$ cat config.mk
export PLATFORM = sky130hd
export DESIGN_NAME = dyn_partition_step_sched
export DESIGN_NICKNAME = d
export VERILOG_FILES = /design/src/rtl/dyn_partition_step_sched.sv
export SDC_FILE = /design/constraint.sdc
export NUM_CORES = 1
export LEC_CHECK = 0
export ABC_CLOCK_PERIOD_IN_PS = 2400
export CAP_MARGIN = 0
export CELL_PAD_IN_SITES_DETAIL_PLACEMENT = 0
export CELL_PAD_IN_SITES_GLOBAL_PLACEMENT = 1
export CORE_MARGIN = 8
export CORE_UTILIZATION = 35
export DETAILED_ROUTE_END_ITERATION = 12
export PLACE_DENSITY = 0.79
export SLEW_MARGIN = 20
export SYNTH_ARGS = -nofsm -noshare
export SYNTH_HDL_FRONTEND = slang
export SYNTH_SLANG_ARGS = --single-unit
$ cat constraint.sdc
create_clock -name clk -period 2.4 [get_ports clk]
set_input_delay 0.6 -clock clk [delete_from_list [all_inputs] [get_ports clk]]
set_output_delay 0.6 -clock clk [all_outputs]
set_load 0.03 [all_outputs]
$ cat src/rtl/dyn_partition_step_sched.sv
// Two-partition counter sequencer: a Johnson phase register arbitrates a shared incrementer, runs until fixpoint or step budget.
// Optional macro SCHED_STEP_COUNT_EN exposes the live step counter on port step_cnt.
module dyn_partition_step_sched #(
  parameter int unsigned CW        = 3,
  parameter int unsigned MAX_STEPS = 64
) (
  input  logic                          clk,
  input  logic                          rst,
  input  logic                          start,
  input  logic                          step_en,
  input  logic                          req_a,
  input  logic                          req_b,
  output logic [CW-1:0]                 cnt_a,
  output logic [CW-1:0]                 cnt_b,
  output logic [1:0]                    phase,
  output logic                          owner,
  output logic                          busy,
  output logic                          done,
  output logic                          fixpoint,
  output logic                          timeout,
  input  logic                          exp_valid,
  input  logic [2*CW+1:0]               exp_state,
  output logic                          mismatch
`ifdef SCHED_STEP_COUNT_EN
  ,
  output logic [$clog2(MAX_STEPS+1)-1:0] step_cnt
`endif
);

  localparam int unsigned SW = $clog2(MAX_STEPS + 1);
  localparam logic [SW-1:0] MAX_CNT = SW'(MAX_STEPS);

  typedef enum logic [1:0] {IDLE, RUN, DONE} state_t;

  state_t          state_q, state_d;
  logic [CW-1:0]   cnt_a_q, cnt_a_d;
  logic [CW-1:0]   cnt_b_q, cnt_b_d;
  logic [1:0]      phase_q, phase_d;
  logic [SW-1:0]   steps_q, steps_d;
  logic            fixpoint_q, fixpoint_d;
  logic            timeout_q, timeout_d;
  logic            mismatch_q, mismatch_d;
  logic            step_owner;

  always_comb begin
    state_d    = state_q;
    cnt_a_d    = cnt_a_q;
    cnt_b_d    = cnt_b_q;
    phase_d    = phase_q;
    steps_d    = steps_q;
    fixpoint_d = 1'b0;
    timeout_d  = timeout_q;
    step_owner = phase_q[1] ^ phase_q[0];
    // Shadow compare uses the pre-edge state; a start on the same edge clears it below.
    mismatch_d = mismatch_q | (exp_valid && (exp_state != {phase_q, cnt_b_q, cnt_a_q}));

    case (state_q)
      IDLE, DONE: begin
        if (start) begin
          state_d    = RUN;
          cnt_a_d    = '0;
          cnt_b_d    = '0;
          phase_d    = '0;
          steps_d    = '0;
          timeout_d  = 1'b0;
          mismatch_d = 1'b0;
        end
      end
      RUN: begin
        if (step_en) begin
          if (!step_owner && req_a) cnt_a_d = cnt_a_q + CW'(1);
          if (step_owner && req_b)  cnt_b_d = cnt_b_q + CW'(1);
          phase_d = {phase_q[0], ~phase_q[1]};
          if (steps_q != MAX_CNT) steps_d = steps_q + SW'(1);
          // Fixpoint takes priority over budget expiry on the same step.
          if ({phase_d, cnt_b_d, cnt_a_d} == '0) begin
            state_d    = DONE;
            fixpoint_d = 1'b1;
            timeout_d  = 1'b0;
          end else if (steps_d == MAX_CNT) begin
            state_d   = DONE;
            timeout_d = 1'b1;
          end
        end
      end
      default: state_d = IDLE;
    endcase
  end

  always_ff @(posedge clk) begin
    if (rst) begin
      state_q    <= IDLE;
      cnt_a_q    <= '0;
      cnt_b_q    <= '0;
      phase_q    <= '0;
      steps_q    <= '0;
      fixpoint_q <= 1'b0;
      timeout_q  <= 1'b0;
      mismatch_q <= 1'b0;
    end else begin
      state_q    <= state_d;
      cnt_a_q    <= cnt_a_d;
      cnt_b_q    <= cnt_b_d;
      phase_q    <= phase_d;
      steps_q    <= steps_d;
      fixpoint_q <= fixpoint_d;
      timeout_q  <= timeout_d;
      mismatch_q <= mismatch_d;
    end
  end

  assign cnt_a    = cnt_a_q;
  assign cnt_b    = cnt_b_q;
  assign phase    = phase_q;
  assign owner    = phase_q[1] ^ phase_q[0];
  assign busy     = (state_q == RUN);
  assign done     = (state_q == DONE);
  assign fixpoint = fixpoint_q;
  assign timeout  = timeout_q;
  assign mismatch = mismatch_q;
`ifdef SCHED_STEP_COUNT_EN
  assign step_cnt = steps_q;
`endif

endmodule

; ---- Word level (Yosys, flattened, before mapping)
; Cells that the tools add are included.
; W data, S select, Z words.
[word_totals]
regBits = 20
latchBits = 0
mem_bits_rw = 0
mem_bits_ro = 0
elab_cells = 69
mem_count = 0
[classes]
n_addsub = 3
n_mul = 0
div = 0
order_cmp = 0
eq_ne = 8
shifts = 0
mux = 33
bitwise = 5
reduce_logical = 12
[op_table]
columns = operator, n
row1 = $mux W7, 5
row2 = $mux W3, 9
row3 = $pmux W7 S2, 1
row4 = $mux W2, 6
row5 = $pmux W3 S2, 2
row6 = $logic_not A8 Y1, 1
row7 = $ne A8 B8 Y1, 1
row8 = $pmux W2 S2, 2
row9 = $add A7 B1 Y7 const B, 1
row10 = $eq A7 B7 Y1 const B, 1
row11 = $mux W1, 7
row12 = $ne A7 B7 Y1 const B, 1
row13 = $add A3 B1 Y3 const B, 2
row14 = $reduce_and A3 Y1, 2
row15 = $ne A2 B2 Y1 const B, 2
row16 = $reduce_and A4 Y1, 1
row17 = $logic_and A1 B1 Y1, 3
row18 = $ne A3 B1 Y1 const B, 1
row19 = $not A1 Y1, 3
row20 = $reduce_or A3 Y1, 1
row21 = $eq A2 B1 Y1 const B, 1
row22 = $eq A2 B2 Y1 const B, 1
row23 = $logic_not A2 Y1, 1
row24 = $pmux W1 S2, 1
row25 = other kinds (5), 5

; ---- Longest topological paths before layout
[logic_depth]
ltp_word = 10
mapped_depth = 8

; ---- Worst setup path before layout
; Ideal clock, no wire load.
[synth_timing]
path_kind = flip-flop to flip-flop
start = register phase_q[0], in the netlist phase[0]
end = register state_q[0]
setup_ps = 115
arrival_time_ps = 2020
t_required_ps = 2285
slack_ps = 265
stages_incl_launch_ff = 9
n_path_buf = 0
period_less_slack_ps = 2135
path_cell_list = dfxtp_1 > inv_1 > ha_1 > and2_4 > nor4_1 > nor3_1 > o31ai_1 > nor2_2 > o21a_1
[synth_via]
elab_chain_len = 10
word_cells_on_any_way = 16
cone_classes = eq/ne: 1 / mux: 9 / bitwise: 1 / reduce/logical: 5
[synth_rtl]
columns = element, line
row1 = "start, declared", 38  ; logic [1:0] phase_q, phase_d;
row2 = "start signal, assigned", 104  ; phase_q <= phase_d;
row3 = $xor A1 B1 Y1, 53  ; step_owner = phase_q[1] ^ phase_q[0];
row4 = $logic_not A1 Y1, 71  ; if (!step_owner && req_a) cnt_a_d = cnt_a_q + CW'(1);
row5 = $logic_and A1 B1 Y1, 71
row6 = $mux W3, 71
row7 = $mux W3, 70  ; if (step_en) begin
row8 = $mux W3, 57  ; case (state_q)
row9 = $logic_not A8 Y1 (*), 76  ; if ({phase_d, cnt_b_d, cnt_a_d} == '0) begin
row10 = $mux W2, 76
row11 = $mux W2, 70
row12 = $pmux W2 S2, 57
row13 = "end signal, assigned", 101  ; state_q <= state_d;
row14 = "end, declared", 35  ; state_t state_q, state_d;
; Mark *: on every way between the ends. The rest lies on a longest branch, timed or not. The select of a mux whose other input is x is not followed.
; A chain may end at the register's enable or synchronous reset.

; ---- Worst setup path after layout
[layout_timing]
start = register cnt_a_q[0], in the netlist cnt_a[0]
end = output port cnt_a[0]
[layout_lines]
columns = element, line
row1 = "start, declared", 36  ; logic [CW-1:0] cnt_a_q, cnt_a_d;
row2 = "start signal, assigned", 102  ; cnt_a_q <= cnt_a_d;
row3 = "end, declared", 13  ; output logic [CW-1:0] cnt_a,
; No word-level cell between the ends.

==> impl_metrics.toml <==
[global_routing]
antenna_found_initial = 0
grt_max_degree = 20
grt_pass1_wl_microns = 5530
grt_usage_pct = 12.5
grt_pass1_vias = 1266
grt.overflow.total = 0

[finish]
n_antenna_cell = 0
fin_cells = 231
drive_gt1_share_pct = 5.95
fin_area_sq_mm = 0.00158
final_util_pct = 47.2
syn_to_final_growth_pct = 30.3
nets = 207

[sta]
fmax_mhz = 465
period_minus_slack_ns = 2.15
max_slew_margin_pct = 70.3
finalHoldViolations = 0
fin_worst_skew_ns = 0.00726
maxSlewViolCount = 0
timing.hold.ws_ns = 0.527
tightest_slew_ns = 0.444
post-route-period-util_pct = 89.5
rsz0062_at_grt = "false"
postLayoutSetupSlackWorst_ns = 0.251
setup_violations = 0
finalSetupTns_ns = 0

[setup_path]
cp_top_family = "buffers and inverters"
path_buf_inv = 1
crit_path_cell_trace = "clkdlybuf4s50_1"
required_ns = 1.80
crit_arrival_ns = 1.55
max_stage_delay_ns = 0.75
critPathKind = "register to primary output"
cp-end-kind = "primary output"
startpoint_type = "register"
path_max_fanout = 8
cp_slowest_cell = "clkdlybuf4s50_1"

[clock_tree]
cts-root-buf = "clkbuf_4"
clk_latency_ns = 0.30
tritoncts = "done"
post_cts_buffers = 0
path_clk_slew_ns = 0.10
clk_path_buf_depth = 2
clock-sinks = 20
htree_levels = 1
holdBufCountCts = 0
cts_buffers = 3

[routing]
ant_nets = 0
drt_pass1_iterations = 4
wl_per_cell_microns = 13.4
routed_via_density = 5.14
drtIter0Drc = 32
drc_errors = 0
via_count = 1187
wl_microns = 3090

[synth]
ys_ff_latch = 20
synth_area_sq_mm = 0.00121
syn-num-nets = 176
synth_top_family_by_area = "simple AND/OR/NAND/NOR gates"
ys_seq_area_share_pct = 33.1
synthSimpleGateAreaFrac_pct = 31.1
synth_xor_area_share_pct = 10.1
yosys_warnings = 0
synthMuxAreaShare_pct = 1.66
synth.distinct_cells = 37
syn_avg_cell_area_sq_um = 7.75
synthAdderAreaFrac_pct = 5.18
syn-instance-count = 156
synth_compound_area_share_pct = 15.2

[pwr]
vdd_drop_max_mv = 0.178
power_density_mw_per_mm2 = 405
leakage_nw = 0.638
totalPowerFinal_uw = 639

[placed_design]
pre_cts_slack_ns = 0.0287
place_congestion = 0.935
place_hpwl_microns = 2430
place.port_buffers = 28
place_inst = 228
place_area_sq_mm = 0.00155

[run]
cap_violations = 0

[hold_path]
hp-class = "register to register"

[floorplanning]
num_rows = 21
die-area_sq_mm = 0.00559
die_w_microns = 74.8
initial_core_util_pct = 36.2
coreArea_sq_mm = 0.00334
io_pins = 29
fp.dieH_microns = 74.8

[status]
status = "complete, no violations"
## cell usage after synthesis, drive strengths merged
master / number / area [sq um]
xor2: 13 / 114
a31oi: 3 / 18.8
nor3b: 1 / 7.51
xnor2: 1 / 8.76
inv: 5 / 18.8
clkbuf: 4 / 15.0
and4b: 1 / 10.0
nand2b: 3 / 18.8
dfxtp: 20 / 400
and2: 3 / 21.3
nand3b: 2 / 15.0
buf: 2 / 10.0
nor2: 23 / 88.8
a32oi: 2 / 17.5
nor2b: 3 / 18.8
mux2i: 2 / 20.0
a22oi: 2 / 15.0
o21a: 1 / 7.51
o21ai: 6 / 30.0
nand2: 16 / 60.1
nor3: 7 / 35.0
o31ai: 2 / 15.0
nor4: 4 / 31.3
nand3: 9 / 50.1
a211oi: 1 / 7.51
a21oi: 9 / 45.0
a311oi: 1 / 8.76
and3: 2 / 12.5
or3: 1 / 6.26
ha: 5 / 62.6
o211ai: 1 / 7.51
o2111a: 1 / 11.3
## flip-flops by register name (all words and copies together), names as in the netlist
name and count:
mismatch 1, cnt_a 3, timeout 1, cnt_b 3
steps_q 7, fixpoint 1, state_q 2, phase 2
## cell families after synthesis
logic type | after synthesis
AOI/OAI and AO/OA | 29
xor gates and xnor gates | 14
adders and majority gates | 5
buffers and inverters | 11
DFF | 20
muxes | 2
and+or+nand+nor | 75
## layout by cell type (no fill, tap or decap), types with 2 or more instances in the layout
cell,n
inv_1,5
nor2_1,22
a31oi_1,3
nor2b_1,3
dfxtp_1,20
a22oi_1,2
xor2_1,13
and2_1,2
mux2i_1,2
o31ai_1,2
nor4_1,3
nand3_1,8
and3_1,2
ha_1,5
nand2b_1,3
nand2_1,16
nor3_1,7
a21oi_1,9
o21ai_1,5
a32oi_1,2
clkbuf_4,3
nand3b_1,2
clkdlybuf4s50_1,26
buf_4,4
## area by class of cell
type	instances	area, sq um
fillers	344	1760
multi-input cells	125	764
flip-flops and latches	20	400
repair buffers	32	312
well taps	46	57.6
clock buffers	3	22.5
inverters	5	18.8
## routing by layer
metal	vias to the layer above	part of all wire (%)	global-route usage, %
met4	0	0.94	4.35
met3	4	6.4	4.66
met1	550	45	13.2
met5	-	0	0
li1	606	-	-
met2	27	48	22.1
## report_power, final
group	internal [mW]	switching (mW)	leakage, nW
clock	0.0584	0.0975	0.0138
sequential	0.339	0.00763	0.162
combinational	0.0621	0.0744	0.462
total	0.459	0.180	0.638
## worst paths after layout
check	to	slack [ns]	from	depth (start not counted)
hold reg to reg	steps_q[1]$_SDFFE_PP0P_	0.53	steps_q[1]$_SDFFE_PP0P_	2
hold / removal	steps_q[1]$_SDFFE_PP0P_	0.53	steps_q[1]$_SDFFE_PP0P_	2
setup / recovery	cnt_a[0]	0.25	cnt_a[0]$_SDFFE_PP0P_	1
setup reg to reg	state_q[1]$_SDFFE_PP0P_	0.33	phase[1]$_SDFFE_PP0P_	7
## timing repair
action,4_1_cts,5_1_grt
gates resized for setup,1,1
endpoints found under the hold margin,0,0
cloned,0,0
endpoints found under the setup margin,1,1
Power figures use the tool's default switching activity.
